[config.mk]
export PLATFORM = sky130hd
export DESIGN_NAME = vlg_pulse_gen4
export DESIGN_NICKNAME = d
export VERILOG_FILES = /design/src/rtl/vlg_pulse_pkg.sv /design/src/rtl/vlg_pulse_chan.sv /design/src/rtl/vlg_pulse_gen4.sv
export SDC_FILE = /design/constraint.sdc
export NUM_CORES = 1
export LEC_CHECK = 0
export CAP_MARGIN = 10
export CELL_PAD_IN_SITES_DETAIL_PLACEMENT = 1
export CELL_PAD_IN_SITES_GLOBAL_PLACEMENT = 2
export CORE_ASPECT_RATIO = 1.1
export CORE_MARGIN = 2
export CORE_UTILIZATION = 30
export CTS_CLUSTER_DIAMETER = 60
export DETAILED_ROUTE_END_ITERATION = 8
export PLACE_DENSITY_LB_ADDON = 0.25
export SKIP_LAST_GASP = 1
export SLEW_MARGIN = 15
export SYNTH_ARGS = -nofsm -noshare
export SYNTH_HDL_FRONTEND = slang
export SYNTH_HIERARCHICAL = 1
export SYNTH_SLANG_ARGS = --single-unit
[constraint.sdc]
create_clock -name i_clk -period 9 [get_ports i_clk]
set_clock_uncertainty 0.2 [all_clocks]
set_input_delay 2.25 -clock i_clk [delete_from_list [all_inputs] [get_ports i_clk]]
set_output_delay 2.25 -clock i_clk [all_outputs]
set_load 0.01 [all_outputs]
[src/rtl/vlg_pulse_pkg.sv]
// Shared types and defaults for the four-channel pulse-train generator.
package vlg_pulse_pkg;

  localparam int CNT_W_DEF  = 16;
  localparam int TIME_W_DEF = 8;

  typedef enum logic [1:0] {
    S_IDLE = 2'd0,
    S_HIGH = 2'd1,
    S_LOW  = 2'd2,
    S_DONE = 2'd3
  } pulse_state_t;

endpackage

[src/rtl/vlg_pulse_chan.sv]
// One channel of the pulse generator: holds the number of pulses still to emit.
module vlg_pulse_chan
  import vlg_pulse_pkg::*;
#(
  parameter int CNT_W = CNT_W_DEF
) (
  input  logic             i_clk,
  input  logic             i_rst_n,
  input  logic             i_load,
  input  logic             i_clr,
  input  logic             i_dec,
  input  logic [CNT_W-1:0] i_cnt,
  output logic             o_active
);

  logic [CNT_W-1:0] r_rem;

  always_ff @(posedge i_clk or negedge i_rst_n) begin
    if (!i_rst_n) begin
      r_rem <= '0;
    end else if (i_clr) begin
      r_rem <= '0;
    end else if (i_load) begin
      r_rem <= i_cnt;
    end else if (i_dec && (r_rem != '0)) begin
      r_rem <= r_rem - CNT_W'(1);
    end
  end

  assign o_active = (r_rem != '0);

endmodule

[src/rtl/vlg_pulse_gen4.sv]
// Four-channel pulse-train generator: common high/low timing, per-channel pulse
// counts, one shared down-counting timer and registered pulse/busy/done outputs.
module vlg_pulse_gen4
  import vlg_pulse_pkg::*;
#(
  parameter int CNT_W  = CNT_W_DEF,
  parameter int TIME_W = TIME_W_DEF
) (
  input  logic              i_clk,
  input  logic              i_rst_n,
  input  logic              i_start,
  input  logic              i_abort,
  input  logic [CNT_W-1:0]  i_cnt0,
  input  logic [CNT_W-1:0]  i_cnt1,
  input  logic [CNT_W-1:0]  i_cnt2,
  input  logic [CNT_W-1:0]  i_cnt3,
  input  logic [TIME_W-1:0] i_high_cyc,
  input  logic [TIME_W-1:0] i_low_cyc,
  output logic [3:0]        o_pulse,
  output logic              o_busy,
  output logic              o_done
);

  pulse_state_t      r_state, w_state_nxt;
  logic [TIME_W-1:0] r_timer, w_timer_nxt;
  logic [TIME_W-1:0] r_hi, w_hi_nxt;
  logic [TIME_W-1:0] r_lo, w_lo_nxt;
  logic [3:0]        r_pulse, w_pulse_nxt;
  logic              r_busy, w_busy_nxt;
  logic              r_done, w_done_nxt;

  logic              w_load, w_clr, w_dec;
  logic [3:0]        w_active;
  logic [3:0]        w_cnt_nz;
  logic [CNT_W-1:0]  w_cnt [4];
  logic [TIME_W-1:0] w_hi_eff, w_lo_eff;

  assign w_cnt[0] = i_cnt0;
  assign w_cnt[1] = i_cnt1;
  assign w_cnt[2] = i_cnt2;
  assign w_cnt[3] = i_cnt3;

  // A zero time field means one cycle, so the timer reload value never wraps.
  assign w_hi_eff = (i_high_cyc == '0) ? TIME_W'(1) : i_high_cyc;
  assign w_lo_eff = (i_low_cyc  == '0) ? TIME_W'(1) : i_low_cyc;

  for (genvar k = 0; k < 4; k++) begin : g_chan
    assign w_cnt_nz[k] = (w_cnt[k] != '0);

    vlg_pulse_chan #(.CNT_W(CNT_W)) u_chan (
      .i_clk    (i_clk),
      .i_rst_n  (i_rst_n),
      .i_load   (w_load),
      .i_clr    (w_clr),
      .i_dec    (w_dec),
      .i_cnt    (w_cnt[k]),
      .o_active (w_active[k])
    );
  end

  always_comb begin
    w_state_nxt = r_state;
    w_timer_nxt = r_timer;
    w_hi_nxt    = r_hi;
    w_lo_nxt    = r_lo;
    w_load      = 1'b0;
    w_clr       = 1'b0;
    w_dec       = 1'b0;

    if (i_abort) begin
      w_state_nxt = S_IDLE;
      w_timer_nxt = '0;
      w_clr       = 1'b1;
    end else begin
      case (r_state)
        S_IDLE: begin
          if (i_start) begin
            w_load   = 1'b1;
            w_hi_nxt = w_hi_eff;
            w_lo_nxt = w_lo_eff;
            if (|w_cnt_nz) begin
              w_state_nxt = S_HIGH;
              w_timer_nxt = w_hi_eff - TIME_W'(1);
            end else begin
              w_state_nxt = S_DONE;
            end
          end
        end
        S_HIGH: begin
          if (r_timer == '0) begin
            w_dec       = 1'b1;
            w_state_nxt = S_LOW;
            w_timer_nxt = r_lo - TIME_W'(1);
          end else begin
            w_timer_nxt = r_timer - TIME_W'(1);
          end
        end
        S_LOW: begin
          if (r_timer == '0) begin
            if (|w_active) begin
              w_state_nxt = S_HIGH;
              w_timer_nxt = r_hi - TIME_W'(1);
            end else begin
              w_state_nxt = S_DONE;
            end
          end else begin
            w_timer_nxt = r_timer - TIME_W'(1);
          end
        end
        S_DONE: begin
          w_state_nxt = S_IDLE;
          w_timer_nxt = '0;
        end
        default: begin
          w_state_nxt = S_IDLE;
          w_timer_nxt = '0;
        end
      endcase
    end
  end

  // Outputs are computed from the next state so they line up with it one clock later.
  always_comb begin
    w_pulse_nxt = 4'b0000;
    if (w_state_nxt == S_HIGH) begin
      w_pulse_nxt = w_load ? w_cnt_nz : w_active;
    end
    w_busy_nxt = (w_state_nxt == S_HIGH) || (w_state_nxt == S_LOW);
    w_done_nxt = (w_state_nxt == S_DONE);
  end

  always_ff @(posedge i_clk or negedge i_rst_n) begin
    if (!i_rst_n) begin
      r_state <= S_IDLE;
      r_timer <= '0;
      r_hi    <= '0;
      r_lo    <= '0;
      r_pulse <= 4'b0000;
      r_busy  <= 1'b0;
      r_done  <= 1'b0;
    end else begin
      r_state <= w_state_nxt;
      r_timer <= w_timer_nxt;
      r_hi    <= w_hi_nxt;
      r_lo    <= w_lo_nxt;
      r_pulse <= w_pulse_nxt;
      r_busy  <= w_busy_nxt;
      r_done  <= w_done_nxt;
    end
  end

  assign o_pulse = r_pulse;
  assign o_busy  = r_busy;
  assign o_done  = r_done;

endmodule
==> results of run 1 <==
==> cell families after synthesis <==
| family | share of synthesized area |
|---|---|
| AND/OR/NAND/NOR | 0.3007 |
| AO/OA/AOI/OAI | 0.1656 |
| flip-flops | 0.3727 |
| buffers and inverters | 0.04231 |
| XOR/XNOR | 0.07065 |
| multiplexers | 0.02873 |
| adder cells (fa/ha/maj) | 0.01941 |
==> final cells by class <==
cell class	count	area, µm²
Sequential cell	96	2402
Inverter	27	101.3
Timing Repair Buffer	93	913.4
Multi-Input combinational cell	584	3777
Tap cell	290	362.8
Clock buffer	11	242.7
Fill cell	2457	13300
Clock inverter	5	127.6
==> worst max-delay path, delay by kind of cell <==
| family | cells | cell delay, ns |
|---|---|---|
| AND/OR/NAND/NOR | 4 | 1.15 |
| buffers and inverters | 3 | 1.48 |
==> state kept, by name, indices dropped and copies added (netlist names) <==
name / flops
g_chan.u_chan/r_rem: 64
r_hi: 8
r_lo: 8
r_timer: 8
o_pulse: 4
r_state: 2
o_busy: 1
o_done: 1
==> how the worst max path moves through the flow <==
stage | end | slack (ns) | startpoint | depth (start not counted)
after detailed placement | g_chan[0].u_chan/r_rem[4] | 3.81 | i_start | 6
after global routing | g_chan[0].u_chan/r_rem[5] | 4.00 | i_start | 7
after floorplan | g_chan[0].u_chan/r_rem[3] | 3.68 | i_abort | 6
after global placement | g_chan[0].u_chan/r_rem[4] | 3.89 | i_start | 6
final | g_chan[0].u_chan/r_rem[15] | 4.20 | i_start | 7
after CTS | g_chan[0].u_chan/r_rem[4] | 4.17 | i_start | 6
==> metrics by stage <==
step,instance area (µm²),util,worst slack (ns)
after CTS,7928,0.3734,4.172
after detailed placement,7557,0.3560,3.814
after global placement,7557,0.3560,3.895
after global routing,7928,0.3734,3.999
after floorplan,6446,-,3.675
final,7928,0.3734,4.197
==> routing by layer <==
layer,part of all wire,vias up,wire (µm),global-route usage
li1,-,2921,-,-
met1,0.46,3043,9551,0.2502
met2,0.50,81,10370,0.3283
met5,0,-,0,0
met3,0.023,30,474,0.02420
met4,0.023,0,480,0.06349
==> power breakdown <==
part           internal (mW)  switching, mW  total (mW)
Combinational          0.338          0.446       0.785
Clock                  0.308          0.180       0.488
Sequential             0.530          0.132       0.663
==> Yosys cell counts, types with 5 or more instances <==
cell type,count
dfrtp_1,96
nor2_1,93
nand2_1,57
nor4_1,46
xnor2_1,45
a211oi_1,38
nor3_1,34
a21oi_1,32
inv_1,27
nand3_1,21
clkbuf_1,20
o211ai_1,17
or4_1,15
nand4_1,12
mux2_1,11
a221oi_1,10
ha_1,10
nand2b_1,10
o21ai_0,10
buf_2,8
nor4b_1,8
or3_1,8
or4_4,8
xor2_1,7
nor3b_1,6
a211o_1,5
a21oi_2,5
buf_6,5
mux2i_1,5
nand3b_1,5
nor2b_1,5
o31ai_1,5
==> placed cells by master (no fill, tap or decap), types with 5 or more instances in the layout <==
| master | instances |
|---|---|
| dfrtp_1 | 96 |
| nor2_1 | 93 |
| clkdlybuf4s50_1 | 87 |
| nand2_1 | 57 |
| nor4_1 | 46 |
| xnor2_1 | 45 |
| a211oi_1 | 38 |
| nor3_1 | 33 |
| a21oi_1 | 32 |
| inv_1 | 27 |
| nand3_1 | 21 |
| o211ai_1 | 17 |
| or4_1 | 15 |
| nand4_1 | 12 |
| mux2_1 | 11 |
| nand2b_1 | 10 |
| o21ai_0 | 10 |
| a221oi_1 | 10 |
| ha_1 | 10 |
| clkbuf_16 | 9 |
| or3_1 | 8 |
| nor4b_1 | 8 |
| or4_4 | 8 |
| xor2_1 | 7 |
| nor3b_1 | 6 |
| nand3b_1 | 5 |
| nor2b_1 | 5 |
| mux2i_1 | 5 |
| a21oi_2 | 5 |
| o31ai_1 | 5 |
| a211o_1 | 5 |
| buf_4 | 5 |
==> flow_summary_export.csv, run 1 <==
group,metric,value,unit
critical_path,critPathKind,"in2reg",
timing,fin_crit_sh,0.5337,
final_layout,drive_gt1_frac,0.07108,
worst_hold_path,min_to,"r_hi[7]",
critical_path,cpPeakStageDelay,0.67,ns
timing,finalSetupViolCount,0,
clock_tree,cts_tree,"yes",
critical_path,cp-start-kind,"primary input",
power,p_per_area,244.1,nW/µm²
job,cap_violations,0,
die,die_w,143.8,µm
critical_path,crit_path_top_delay_cell,"and3_2",
clock_tree,h-tree-depth,3,
drt,ant_nets,0,
drt,drt_wl_total,20.88,mm
die,die_h,157.7,µm
drt,drt_pass1_iterations,4,
yosys,avgSynthCellArea,8.711,µm²
outcome,status,"finished clean",
drt,drc_errors,0,
critical_path,reg2reg_depth,10,
clock_tree,cts_resized,0,
global_routing,grt_pass1_vias,6427,
timing,finalHoldViolCount,0,
timing,finalSetupTns,0,ns
timing,whs,0.3203,ns
timing,drv_slew,0,
clock_tree,path_clk_slew,0.07,ns
yosys,synth_area_leaders,"dfrtp_1 37%, xnor2_1 6.1%, nor2_1 5.4%, nor4_1 4.5%, a211oi_1 4.4%",
die,ios,90,
critical_path,cp_cell_sequence,"clkdlybuf4s50_1, and3_2, buf_4, inv_1, nor2_1, nand2_1, nand3_1",
global_routing,grt_pass1_wl,34.22,mm
yosys,synth_nets,834,
drt,post_drt_via_cell_ratio,5.493,
die,initial_core_util,0.3036,
power,ir_drop,0.00009560,V
final_layout,final_cells,1106,
clock_tree,cts_setup_buffers,0,
critical_path,r2r_slack,4.96,ns
yosys,synth_edf_count,0,
yosys,async_reset_ff_frac,1.000,
critical_path,timing.rr.end,"g_chan[2].u_chan/r_rem[15]",
yosys,postSynthCellCount,740,
clock_tree,cts_root_buf,"clkbuf_16",
critical_path,crit_fanout,32,
placed_design,port-buffer-count,89,
timing,fmax,208.2,MHz
yosys,yosysUniqueCellTypes,59,
yosys,synth.largest_area_cell,"dfrtp_1",
critical_path,worstSetupEndpointType,"flip-flop",
yosys,synthFlopType,"dfrtp_1",
final_layout,antenna_cells,0,
global_routing,grt_util_all_layers,0.1918,
yosys,yosysWarnings,6,
critical_path,cp.required,9.09,ns
final_layout,area_growth,22.98,%
global_routing,grt_max_degree,68,
die,std_cell_rows,56,
clock_tree,cts_made_buffers,9,
power,leakage,3.000,nW
critical_path,arrival,4.89,ns
yosys,syn-cell-area,6446,µm²
timing,max-slew-margin-rel,0.3134,
global_routing,overflow,0,
clock_tree,worstSkewPairLatency,0.36,ns
drt,wl_per_cell,18.88,µm
timing,rsz0062_at_grt,"no",
worst_hold_path,whs_path_depth,1,
timing,worst-slew-pin-transition,1.020,ns
power,fin_total_pwr,1.935,mW
placed_design,dp_hpwl,15.39,mm
critical_path,regToRegStartpoint,"r_timer[0]",
clock_tree,cts_sinks,96,
clock_tree,clockBufferDepth,2,
final_layout,nets,905,
yosys,seq_area_frac_synth,0.3727,
global_routing,antenna_found_initial,0,
yosys,synth-seq-cells,96,
timing,final.min_clock_period,4.803,ns
drt,via_count,6075,
yosys,yosys.area.top_type_share,0.3727,
worst_hold_path,hp-class,"reg2reg",
placed_design,placed_cells,1090,
die,core-area,21230,µm²
worst_hold_path,min_from,"r_hi[7]",
drt,drt-initial-drc-count,305,
clock_tree,cts_hold_buf,0,
placed_design,gp_congestion,0.8252,
die,die_area,22680,µm²
No activity file was read; power rests on OpenSTA's default activity.
==> inputs of run 2 (changes only) <==
==> constraint.sdc (replaced) <==
create_clock -name i_clk -period 3.9 [get_ports i_clk]
set_clock_uncertainty 0.2 [all_clocks]
set_input_delay 0.975 -clock i_clk [delete_from_list [all_inputs] [get_ports i_clk]]
set_output_delay 0.975 -clock i_clk [all_outputs]
set_load 0.01 [all_outputs]
==> flow_summary_export.csv, run 2 (synthesis gave the netlist of run 1 again) <==
group,metric,value,unit
final_layout,final_cells,1115,
critical_path,critPathLaunch,"r_timer[0]",
global_routing,antenna_found_initial,0,
final_layout,nets,914,
clock_tree,cts_root_buf,"clkbuf_16",
drt,drt-initial-drc-count,288,
job,cap_violations,0,
drt,via_count,6113,
drt,drt_wl_total,20.82,mm
clock_tree,clockBufferDepth,2,
critical_path,cp-start-kind,"flip-flop",
clock_tree,h-tree-depth,3,
global_routing,grt_pass1_wl,34.48,mm
critical_path,regToRegStartpoint,"r_timer[0]",
placed_design,placed_cells,1099,
timing,rsz0062_at_grt,"no",
critical_path,crit_fanout,32,
drt,post_drt_via_cell_ratio,5.483,
timing,drv_slew,0,
timing,fin_crit_sh,0.8952,
clock_tree,cts_setup_buffers,0,
final_layout,area_growth,23.97,%
critical_path,r2r_slack,0.41,ns
die,core-area,21230,µm²
timing,fmax,286.4,MHz
die,die_h,157.7,µm
placed_design,dp_hpwl,15.70,mm
final_layout,seq_area,2402,µm²
global_routing,grt_max_degree,51,
placed_design,port-buffer-count,89,
clock_tree,path_clk_slew,0.07,ns
placed_design,place_area,7656,µm²
critical_path,reg2reg_depth,11,
worst_hold_path,min_from,"r_hi[7]",
timing,worst-slew-pin-transition,1.055,ns
placed_design,gp_congestion,0.8037,
critical_path,worstSetupEndpointType,"flip-flop",
clock_tree,cts_made_buffers,9,
final_layout,antenna_cells,0,
die,std_cell_rows,56,
drt,ant_nets,0,
global_routing,grt_util_all_layers,0.1911,
clock_tree,cts_sinks,96,
critical_path,crit_end,"g_chan[2].u_chan/r_rem[9]",
final_layout,largest_reg_flops,64,
clock_tree,cts_resized,0,
timing,max-slew-margin-rel,0.2902,
critical_path,timing.rr.end,"g_chan[2].u_chan/r_rem[9]",
global_routing,overflow,0,
die,initial_core_util,0.3036,
critical_path,cp.required,3.95,ns
final_layout,drive_gt1_frac,0.08242,
clock_tree,cts_hold_buf,0,
clock_tree,cts_tree,"yes",
drt,drt_pass1_iterations,4,
final_layout,mostFrequentLayoutCell,"dfrtp_1",
drt,drc_errors,0,
die,die_w,143.8,µm
clock_tree,worstSkewPairLatency,0.35,ns
timing,finalHoldViolCount,0,
final_layout,final.fill_count,2454,
critical_path,critPathKind,"reg2reg",
power,ir_drop,0.0002080,V
final_layout,fin_area,7991,µm²
outcome,status,"finished clean",
critical_path,arrival,3.54,ns
final_layout,multi_input_area,3784,µm²
timing,finalSetupTns,0,ns
worst_hold_path,hp-class,"reg2reg",
power,leakage,3.048,nW
die,ios,90,
timing,whs,0.3181,ns
final_layout,regMostFlops,"g_chan.u_chan/r_rem",
final_layout,final_cell_mix,"96 x dfrtp_1, 93 x nor2_1, 87 x clkdlybuf4s50_1",
timing,finalSetupViolCount,0,
global_routing,grt_pass1_vias,6586,
drt,wl_per_cell,18.67,µm
timing,final.min_clock_period,3.491,ns
die,die_area,22680,µm²
power,p_per_area,551.0,nW/µm²
-- run 2: metal layers --
layer	part of all wire	routed length [µm]	GRT usage
met4	0.0094	196	0.04435
met3	0.027	571	0.02662
met2	0.51	10560	0.3388
met5	0	0	0
met1	0.46	9483	0.2461
-- run 2: critical path, stage by stage (launching register included) --
cell and delay, ns:
dfrtp_1 0.43, inv_1 0.11, ha_1 0.27, nor4b_2 0.40, nand3b_1 0.20, nor3_4 0.24
buf_12 0.21, nor4b_1 0.46, nand2_1 0.16, nor4_1 0.32, xnor2_1 0.13, a211oi_1 0.26
-- run 2: worst min path at each step --
stage          endpoint  slack (ns)  cells past startpoint
2_1_floorplan   r_hi[7]        0.28                      1
3_3_place_gp    r_lo[7]        0.31                      1
3_5_place_dp    r_hi[7]        0.30                      1
4_1_cts         r_hi[7]        0.33                      1
5_1_grt         r_lo[7]        0.35                      1
6_report        r_hi[7]        0.32                      1
-- run 2: power breakdown --
part | total, mW | switching, mW | internal, mW | leakage [nW]
Combinational | 1.84 | 1.04 | 0.804 | 1.62
Sequential | 1.54 | 0.314 | 1.22 | 1.26
Clock | 1.02 | 0.401 | 0.623 | 0.169
-- run 2: per-stage QoR --
stage | util | worst slack (ns) | total power, mW
after floorplan | - | 0.3338 | 2.787
after global placement | 0.3606 | 0.007984 | 3.347
after CTS | 0.3764 | 0.3770 | 4.446
after global routing | 0.3764 | 0.1187 | 4.731
after detailed placement | 0.3606 | 0.03051 | 3.389
final | 0.3764 | 0.4087 | 4.403
-- run 2: layout make-up --
class / instances / share of cell area
Inverter: 27 / 0.01268
Clock buffer: 9 / 0.02818
Timing Repair Buffer: 102 / 0.1259
Tap cell: 290 / 0.04540
Sequential cell: 96 / 0.3006
Clock inverter: 7 / 0.01378
Multi-Input combinational cell: 584 / 0.4735
